===== src/rtl/minisys_input_conditioner.sv =====
// Input conditioner for slide switches and push buttons.
// Provides two-flop synchronization, debouncing, and change/press/release pulses.
module minisys_input_conditioner #(
  parameter int unsigned SW_WIDTH        = 24,
  parameter int unsigned BTN_WIDTH       = 5,
  parameter int unsigned DEBOUNCE_CYCLES = 16
) (
  input  logic                 Minisys_Clock,
  input  logic                 Minisys_Rst_n,
  input  logic [SW_WIDTH-1:0]  Minisys_Switches,
  input  logic [BTN_WIDTH-1:0] Minisys_Button,
  output logic [SW_WIDTH-1:0]  sw_stable,
  output logic                 sw_changed,
  output logic [BTN_WIDTH-1:0] btn_stable,
  output logic [BTN_WIDTH-1:0] btn_press,
  output logic [BTN_WIDTH-1:0] btn_release
);

  localparam int unsigned CNT_W = $clog2(DEBOUNCE_CYCLES + 1);
  localparam logic [CNT_W-1:0] CNT_LAST = CNT_W'(DEBOUNCE_CYCLES - 1);

  logic [SW_WIDTH-1:0]  sw_meta;
  logic [SW_WIDTH-1:0]  sw_sync;
  logic [SW_WIDTH-1:0]  sw_prev;
  logic [BTN_WIDTH-1:0] btn_meta;
  logic [BTN_WIDTH-1:0] btn_sync;

  // Two-flop synchronizers plus the previous-sample copy used for switch bounce detection.
  always_ff @(posedge Minisys_Clock or negedge Minisys_Rst_n) begin
    if (!Minisys_Rst_n) begin
      sw_meta  <= '0;
      sw_sync  <= '0;
      sw_prev  <= '0;
      btn_meta <= '0;
      btn_sync <= '0;
    end else begin
      sw_meta  <= Minisys_Switches;
      sw_sync  <= sw_meta;
      sw_prev  <= sw_sync;
      btn_meta <= Minisys_Button;
      btn_sync <= btn_meta;
    end
  end

  // Group debounce: the whole vector must hold unchanged and differ from the stable value.
  logic [CNT_W-1:0]    sw_cnt_q;
  logic [CNT_W-1:0]    sw_cnt_d;
  logic [SW_WIDTH-1:0] sw_stable_d;
  logic                sw_changed_d;

  always_comb begin
    sw_cnt_d     = sw_cnt_q;
    sw_stable_d  = sw_stable;
    sw_changed_d = 1'b0;
    if ((sw_sync != sw_prev) || (sw_sync == sw_stable)) begin
      sw_cnt_d = '0;
    end else if (sw_cnt_q == CNT_LAST) begin
      sw_cnt_d     = '0;
      sw_stable_d  = sw_sync;
      sw_changed_d = 1'b1;
    end else begin
      sw_cnt_d = sw_cnt_q + CNT_W'(1);
    end
  end

  always_ff @(posedge Minisys_Clock or negedge Minisys_Rst_n) begin
    if (!Minisys_Rst_n) begin
      sw_cnt_q   <= '0;
      sw_stable  <= '0;
      sw_changed <= 1'b0;
    end else begin
      sw_cnt_q   <= sw_cnt_d;
      sw_stable  <= sw_stable_d;
      sw_changed <= sw_changed_d;
    end
  end

  // Independent per-button debounce with edge pulses aligned to the new stable level.
  for (genvar i = 0; i < int'(BTN_WIDTH); i++) begin : gen_btn
    logic [CNT_W-1:0] cnt_q;
    logic [CNT_W-1:0] cnt_d;
    logic             stable_q;
    logic             stable_d;
    logic             press_q;
    logic             press_d;
    logic             release_q;
    logic             release_d;

    always_comb begin
      cnt_d     = cnt_q;
      stable_d  = stable_q;
      press_d   = 1'b0;
      release_d = 1'b0;
      if (btn_sync[i] == stable_q) begin
        cnt_d = '0;
      end else if (cnt_q == CNT_LAST) begin
        cnt_d     = '0;
        stable_d  = btn_sync[i];
        press_d   = btn_sync[i];
        release_d = ~btn_sync[i];
      end else begin
        cnt_d = cnt_q + CNT_W'(1);
      end
    end

    always_ff @(posedge Minisys_Clock or negedge Minisys_Rst_n) begin
      if (!Minisys_Rst_n) begin
        cnt_q     <= '0;
        stable_q  <= 1'b0;
        press_q   <= 1'b0;
        release_q <= 1'b0;
      end else begin
        cnt_q     <= cnt_d;
        stable_q  <= stable_d;
        press_q   <= press_d;
        release_q <= release_d;
      end
    end

    assign btn_stable[i]  = stable_q;
    assign btn_press[i]   = press_q;
    assign btn_release[i] = release_q;
  end

endmodule


===== config.mk =====
export PLATFORM = sky130hd
export DESIGN_NAME = minisys_input_conditioner
export DESIGN_NICKNAME = d
export VERILOG_FILES = /design/src/rtl/minisys_input_conditioner.sv
export SDC_FILE = /design/constraint.sdc
export NUM_CORES = 1
export LEC_CHECK = 0
export CORE_MARGIN = 4
export CORE_UTILIZATION = 51
export CTS_CLUSTER_SIZE = 14
export DETAILED_ROUTE_END_ITERATION = 12
export PLACE_DENSITY = 0.75
export SKIP_CTS_REPAIR_TIMING = 1
export SYNTH_ARGS = -nofsm -noshare
export SYNTH_HDL_FRONTEND = slang
export SYNTH_SLANG_ARGS = --single-unit
export TNS_END_PERCENT = 20

===== constraint.sdc =====
create_clock -name Minisys_Clock -period 2.5 [get_ports Minisys_Clock]
set_input_delay 0.5 -clock Minisys_Clock [delete_from_list [all_inputs] [get_ports Minisys_Clock]]
set_output_delay 0.5 -clock Minisys_Clock [all_outputs]
set_load 0.02 [all_outputs]

# --- Word level (Yosys, flattened, before mapping) ---
# Index checks and enable logic that the tools add are counted.
word_totals:
  ff_bits: 152
  inputBits: 31
  output_inout_bits: 40
  wordCells: 99
op_classes:
  addsub: 6
  eq_ne: 13
  muxes: 34
  bitwise_logic: 11
  n_reduce_logical: 7
op_table:
  columns: ["cell", "n"]
  rows:
  - ["$mux 5", 12]
  - ["$add 5x1->5 const B", 6]
  - ["$eq 5x4->1 const B", 6]
  - ["$eq 24x24->1", 1]
  - ["$ne 24x24->1", 1]
  - ["$mux 1", 22]
  - ["$reduce_and 2->1", 6]
  - ["$not 1->1", 11]
  - ["$eq 1x1->1", 5]
  - ["$logic_or 1x1->1", 1]

# --- Depth between registers and ports, before layout ---
# Gate-level depths: netlist (run 1).
logic_depth:
  word_depth: 4
  depth_mapped: 6

# --- Least setup slack after synthesis (run 1) ---
# No wires, ideal clock.
synth_timing:
  kind: "reg-to-reg"
  startpoint: "register sw_stable[23]"
  endpoint: "register sw_stable[0]"
  arrival_ps: 1900
  required_ps: 2375
  slack_ps: 475
  path_stages_with_launch: 7
  period_less_slack_ps: 2025
  path_cell_list: "dfrtp_1 xor2_1 nor4_1 nand4_1 o2111ai_4 buf_6 mux2_4"
synth_via:
  elab_chain_len: 4
synth_lines:
  columns: ["item", "line_no", "rtl"]
  rows:
  - ["from (decl)", "12", "output logic [SW_WIDTH-1:0] sw_stable,"]
  - ["from (signal assigned)", "73", "sw_stable <= sw_stable_d;"]
  - ["$eq 24x24->1", "55", "if ((sw_sync != sw_prev) || (sw_sync == sw_stable)) begin"]
  - ["$logic_or 1x1->1", "55", null]
  - ["$not 1->1 (no source line)", null, null]
  - ["$reduce_and 2->1 (no source line)", null, null]
# No other way between the ends.
# A chain may end at the register's enable or synchronous reset.

# --- Worst setup path after layout (run 1) ---
layout_timing:
  startpoint: "register sw_sync[18]"
  endpoint: "register sw_stable[21]"
layout_via:
  elab_chain_len: 4
  elab_cells_between_ends: 5
layout_lines:
  columns: ["item", "line_no", "rtl"]
  rows:
  - ["from (decl)", "23", "logic [SW_WIDTH-1:0] sw_sync;"]
  - ["from (signal assigned)", "38", "sw_sync <= sw_meta;"]
  - ["$ne 24x24->1 / $eq 24x24->1 (equally long branches)", "55", null]
  - ["$logic_or 1x1->1 (*)", "55", null]
  - ["$not 1->1 (no source line) (*)", null, null]
  - ["$reduce_and 2->1 (no source line) (*)", null, null]
# Every way passes the cells marked *; elsewhere a longest branch is shown, timed or not.

==> results.json, run 1 <==
{
  "grt_pass1_vias": 3076,
  "fin_tns_setup_ns": 0,
  "p_per_area_nw_per_um2": 814,
  "drv_cap": 0,
  "ir_worst_vdd_v": 0.000607,
  "slowest_stage": "dfrtp_1",
  "critPathKind": "flop to flop",
  "setup_viol": 0,
  "synthesis.nets": 389,
  "clock.fmax_mhz": 447,
  "drive_gt1_share_pct": 16.4,
  "drt_iter0_markers": 104,
  "period_needed_ns": 2.24,
  "slew_violations": 0,
  "cts_htree_levels": 4,
  "placed_area_um2": 6300,
  "status": "complete, but fails checks",
  "p_leak_nw": 3.30,
  "core_area_um2": 10400,
  "grt_usage_pct": 15.7,
  "post_drt_wl_per_cell_um": 15.4,
  "end_kind": "flop",
  "layout_common_cells": "dfrtp_1 (152), clkdlybuf4s50_1 (69), xor2_1 (40)",
  "setup.worst_path.start_class": "flop",
  "cts_buffers": 17,
  "drcViolationCount": 0,
  "routed_wl_mm": 8.91,
  "max_slew.worst_pin.slew_ns": 0.588,
  "root_buffer": "clkbuf_8",
  "antenna_cells": 0,
  "yosysSeqAreaShare_pct": 69.3,
  "io_buffers": 70,
  "start_util_pct": 52.7,
  "rrSetupSlack_ns": 0.26,
  "relSlewSlack_pct": 60.8,
  "cpPeakStageDelay_ns": 0.43,
  "clock_latency_ns": 0.51,
  "layout.nets": 469,
  "min_path_type": "primary input to async pin",
  "die_h_um": 112,
  "gp_congestion": 0.730,
  "synth.distinct_cells": 22,
  "routed_via_density": 4.89,
  "antenna_found_initial": 0,
  "holdWs_ns": -0.0340,
  "ant_nets": 0,
  "cp_num_buf_inv": 1,
  "worstPathMaxFanout": 8,
  "clock-sinks": 152,
  "grt_overflow": 0,
  "required_ns": 2.90,
  "rows": 37,
  "worstPathArrival_ns": 2.64,
  "synth_seq_cells": 152,
  "clk_pin_slew_worst_paths_ns": 0.06,
  "hold_viol": 46,
  "syn_to_final_growth_pct": 27.4,
  "worstPathCellList": "xor2_1 > nor4_1 > nand4_1 > o2111ai_4 > buf_4 > mux2_2",
  "io_pins": 71,
  "design_area_um2": 6990,
  "dr.pass1.iters": 4,
  "die_w_um": 112,
  "synth_area_um2": 5490,
  "rsz0062_at_grt": "no",
  "finalCritPeriodShare_pct": 89.6,
  "syn-instance-count": 352,
  "final_common_cell": "dfrtp_1",
  "via_count": 2834,
  "syn_avg_cell_area_um2": 15.6,
  "yosys_warnings": 0,
  "grt_max_degree": 63,
  "cts_buffer_depth": 2,
  "grt_pass1_wl_mm": 15.2,
  "tritoncts": "yes",
  "fin_skew_ns": 0.00716,
  "violations": "negative hold slack",
  "final_util_pct": 67.1,
  "hpwl_mm": 6.10,
  "worst_path_dominant_cell_family": "simple AND/OR/NAND/NOR gates",
  "dieArea_um2": 12500
}
-- worst paths after layout --
check	startpoint	to	cells past startpoint
worst max-delay path	sw_sync[18]	sw_stable[21]	6
worst min-delay path	Minisys_Rst_n	sw_prev[13]	1
worst max register to register	sw_sync[18]	sw_stable[21]	6
max in group asynchronous	Minisys_Rst_n	gen_btn[4].cnt_q[2]	2
worst min register to register	sw_meta[1]	sw_sync[1]	0
min in group Minisys_Clock	sw_meta[1]	sw_sync[1]	0
-- where the power goes --
| part | internal, mW | switching (mW) | total (mW) |
|---|---|---|---|
| clock | 2.00 | 0.884 | 2.88 |
| sequential | 2.55 | 0.0631 | 2.61 |
| combinational | 0.106 | 0.0953 | 0.202 |
| total | 4.65 | 1.04 | 5.69 |
-- state kept, by name (all words and copies together), names as in the netlist, 24 cells and up --
signal and flops:
sw_sync 24, sw_prev 24, gen_btn.cnt_q 25, sw_meta 24, sw_stable 24
-- metal layers --
layer	vias to the layer above	part of all wire, %	global-route usage, %
li1	1340	-	-
met3	12	5.3	5.27
met2	55	50	24.7
met4	0	2.1	7.14
met1	1427	43	19.8
met5	-	0	0
-- synthesized netlist by cell type --
cell type  number  area (um^2)
nor3_1          2         10.0
ha_1            6         75.1
nor4_4          1         21.3
nor3b_1        11         82.6
nand2_1         7         26.3
o211ai_1        1         7.51
nor2_1         14         52.6
o2111ai_4       1         26.3
xnor2_1        25          219
buf_6           2         22.5
and2_1          5         31.3
buf_4          15          113
dfrtp_1       152         3800
or2_2           5         31.3
and3_1         10         62.6
nand4_1         7         43.8
o2111a_1        1         11.3
nand3_1        12         60.1
mux2_2          9          101
nor4_1          6         37.5
mux2_4         20          300
xor2_1         40          350
-- area by class of cell --
type                            count  area, um^2
Sequential cell                   152        3800
Fill cell                         730        3420
Multi-Input combinational cell    183        1550
Timing Repair Buffer               78         787
Clock buffer                       23         467
Clock inverter                      8         215
Tap cell                          136         170
-- through the flow --
stage / instances / hold WS [ns] / setup WS, ns / total power [mW]
after floorplan: 352 / 0.204 / 0.475 / 2.72
after global placement: 548 / 0.332 / 0.129 / 2.85
after detailed placement: 548 / 0.335 / 0.117 / 2.86
after CTS: 579 / -0.0306 / 0.103 / 5.78
after global routing: 580 / 0.00953 / 0.0642 / 5.91
final: 580 / -0.0340 / 0.260 / 5.69
-- kinds of logic (layout without fill, tap and decap cells) --
group,count (synthesis),in the layout,share of synthesized area [%]
AOI/OAI and AO/OA,3,3,0.821
muxes,29,29,7.32
buffers and inverters,17,109,2.46
adders and majority gates,6,6,1.37
xor gates and xnor gates,65,65,10.4
DFF,152,152,69.3
and+or+nand+nor,80,80,8.37
No activity file was read; power rests on OpenSTA's default activity.
==> run 2, diff against run 1 <==
CAP_MARGIN = 10   (was not set)
GPL_TIMING_DRIVEN = 1   (was not set)
==> results of run 2 <==
No change in the layout: final DEF, timing and power equal those of run 1.
==> run 3, diff against run 2 <==
--- a/config.mk
+++ b/config.mk
@@ -13,3 +13,3 @@
 export GPL_TIMING_DRIVEN = 1
-export PLACE_DENSITY = 0.75
+export PLACE_DENSITY_LB_ADDON = 0.05
 export SKIP_CTS_REPAIR_TIMING = 1
--- a/constraint.sdc
+++ b/constraint.sdc
@@ -3,2 +3,2 @@
 set_output_delay 0.5 -clock Minisys_Clock [all_outputs]
-set_load 0.02 [all_outputs]
+set_load 0.01 [all_outputs]
==> run 3 against run 2 <==
Net effect: the run now ends clean; first-iteration DRC count shrank 1.9%; clock skew rose by 0.0028 ns; hold slack improved by 0.38 ns; clock power shrank 18%; global-route usage is 0.52 points lower; maximum frequency decreased by 1.5%; cell count is 0.34% higher; sequential share of layout area rose by 0.96 points; non-clock buffer count up 1; utilization is 1.2 points lower; worst setup slack got worse by 0.034 ns; critical path type unchanged.
==> results.json, run 3 (synthesis results as in run 1) <==
{
  "required_ns": 2.90,
  "tritoncts": "yes",
  "via_count": 2831,
  "slew_violations": 0,
  "design_area_um2": 6870,
  "critPathKind": "flop to flop",
  "worstPathArrival_ns": 2.67,
  "regArea_um2": 3800,
  "hpwl_mm": 5.97,
  "rows": 37,
  "syn_to_final_growth_pct": 25.2,
  "cts_buffers": 17,
  "die_h_um": 112,
  "start_util_pct": 52.7,
  "drt_iter0_markers": 102,
  "status": "finished clean",
  "grt_pass1_wl_mm": 14.8,
  "io_pins": 71,
  "regMostFlops": "gen_btn.cnt_q",
  "hold_viol": 0,
  "routed_wl_mm": 8.74,
  "fill_cells": 767,
  "grt_usage_pct": 15.2,
  "finalCritPeriodShare_pct": 91.0,
  "switchingPower_mw": 1.10,
  "ant_nets": 0,
  "period_needed_ns": 2.27,
  "drv_cap": 0,
  "clk_pin_slew_worst_paths_ns": 0.06,
  "gp_congestion": 0.690,
  "clockPowerShare_pct": 45.7,
  "cts_buffer_depth": 2,
  "io_buffers": 70,
  "end_kind": "flop",
  "grt_pass1_vias": 3071,
  "setup_viol": 0,
  "p_per_area_nw_per_um2": 754,
  "worstPathMaxFanout": 12,
  "min_path_type": "flop to flop",
  "fin_skew_ns": 0.00996,
  "max_slew.worst_pin.slew_ns": 0.462,
  "rsz0062_at_grt": "no",
  "core_area_um2": 10400,
  "post_drt_wl_per_cell_um": 15.0,
  "clock_latency_ns": 0.51,
  "drcViolationCount": 0,
  "antenna_found_initial": 0,
  "final_common_cell": "dfrtp_1",
  "die_w_um": 112,
  "drive_gt1_share_pct": 16.4,
  "switching_share_pct": 21.3,
  "grt_max_degree": 49,
  "combPwrFrac_pct": 3.9,
  "placed_area_um2": 6300,
  "ir_worst_vdd_v": 0.000847,
  "fin_tns_setup_ns": 0,
  "routed_via_density": 4.86,
  "seq_power_share_pct": 50.4,
  "intPower_mw": 4.08,
  "layout.nets": 470,
  "cts_htree_levels": 4,
  "clock.fmax_mhz": 440,
  "grt_overflow": 0,
  "dieArea_um2": 12500,
  "dr.pass1.iters": 4,
  "setup.worst_path.start_class": "flop",
  "largest_reg_flops": 25,
  "relSlewSlack_pct": 69.1,
  "clock-sinks": 152,
  "p_leak_nw": 3.22,
  "layout_common_cells": "dfrtp_1 (152), clkdlybuf4s50_1 (69), xor2_1 (40)",
  "antenna_cells": 0,
  "multi_input_area_um2": 1560,
  "root_buffer": "clkbuf_8"
}
run 3: changes by cell type in the layout (fill, tap and decap cells not counted):
cell           before  now
buf_4               6    7
clkbuf_8            4    1
clkbuf_1            3    5
clkinv_2            1    0
nor4_1              6    5
bufinv_16           7    2
buf_12              2    1
nor4_2              0    1
clkinvlp_4          0    5
clkinv_4            0    3
dlygate4sd3_1       0    1
run 3: worst paths after layout:
| path | start | end | slack [ns] | depth (start not counted) |
|---|---|---|---|---|
| hold reg to reg | btn_meta[0] | btn_sync[0] | 0.35 | 0 |
| setup / recovery | sw_sync[18] | sw_stable[18] | 0.23 | 6 |
| hold / removal | btn_meta[0] | btn_sync[0] | 0.35 | 0 |
| min in group asynchronous | Minisys_Rst_n | sw_prev[13] | 0.46 | 2 |
| max in group asynchronous | Minisys_Rst_n | sw_prev[15] | 1.39 | 3 |
| setup reg to reg | sw_sync[18] | sw_stable[18] | 0.23 | 6 |
run 3: worst max-delay path, stage by stage (launching register included):
cell and delay [ns]:
dfrtp_1 0.43, xor2_1 0.21, nor4_2 0.38, nand4_1 0.25, o2111ai_4 0.25, buf_4 0.27
mux2_2 0.36
run 3: stage by stage:
step | utilization [%] | hold WS (ns) | instances | worst slack, ns | power, mW
2_1_floorplan | - | 0.204 | 352 | 0.536 | 2.72
3_3_place_gp | 60.5 | 0.332 | 549 | 0.211 | 2.85
3_5_place_dp | 60.5 | 0.335 | 549 | 0.192 | 2.86
4_1_cts | 65.8 | -0.109 | 581 | 0.169 | 5.25
5_1_grt | 66.0 | 0.357 | 582 | 0.0844 | 5.39
6_report | 66.0 | 0.347 | 582 | 0.226 | 5.18
run 3: cell type report:
class,count,share of cell area (%)
timing repair buffer,79,11.4
clock inverter,10,1.80
tap,136,2.48
multi-input combinational,183,22.7
sequential,152,55.4
clock buffer,22,6.30
run 3: per-layer routing:
metal  vias up  track usage, %  routed length (um)
li1       1334               -                   -
met1      1430            20.0                4000
met2        59            22.9                4160
met3         8            6.36                 495
met4         0            5.11                  85
met5         -               0                   0
run 3: power by group through the flow:
stage | combinational [mW] | sequential (mW) | clock (mW)
after floorplan | 0.0833 | 2.64 | 0
after global placement | 0.202 | 2.65 | 0
after detailed placement | 0.204 | 2.66 | 0
after CTS | 0.207 | 2.61 | 2.43
after global routing | 0.230 | 2.62 | 2.54
final | 0.202 | 2.61 | 2.37
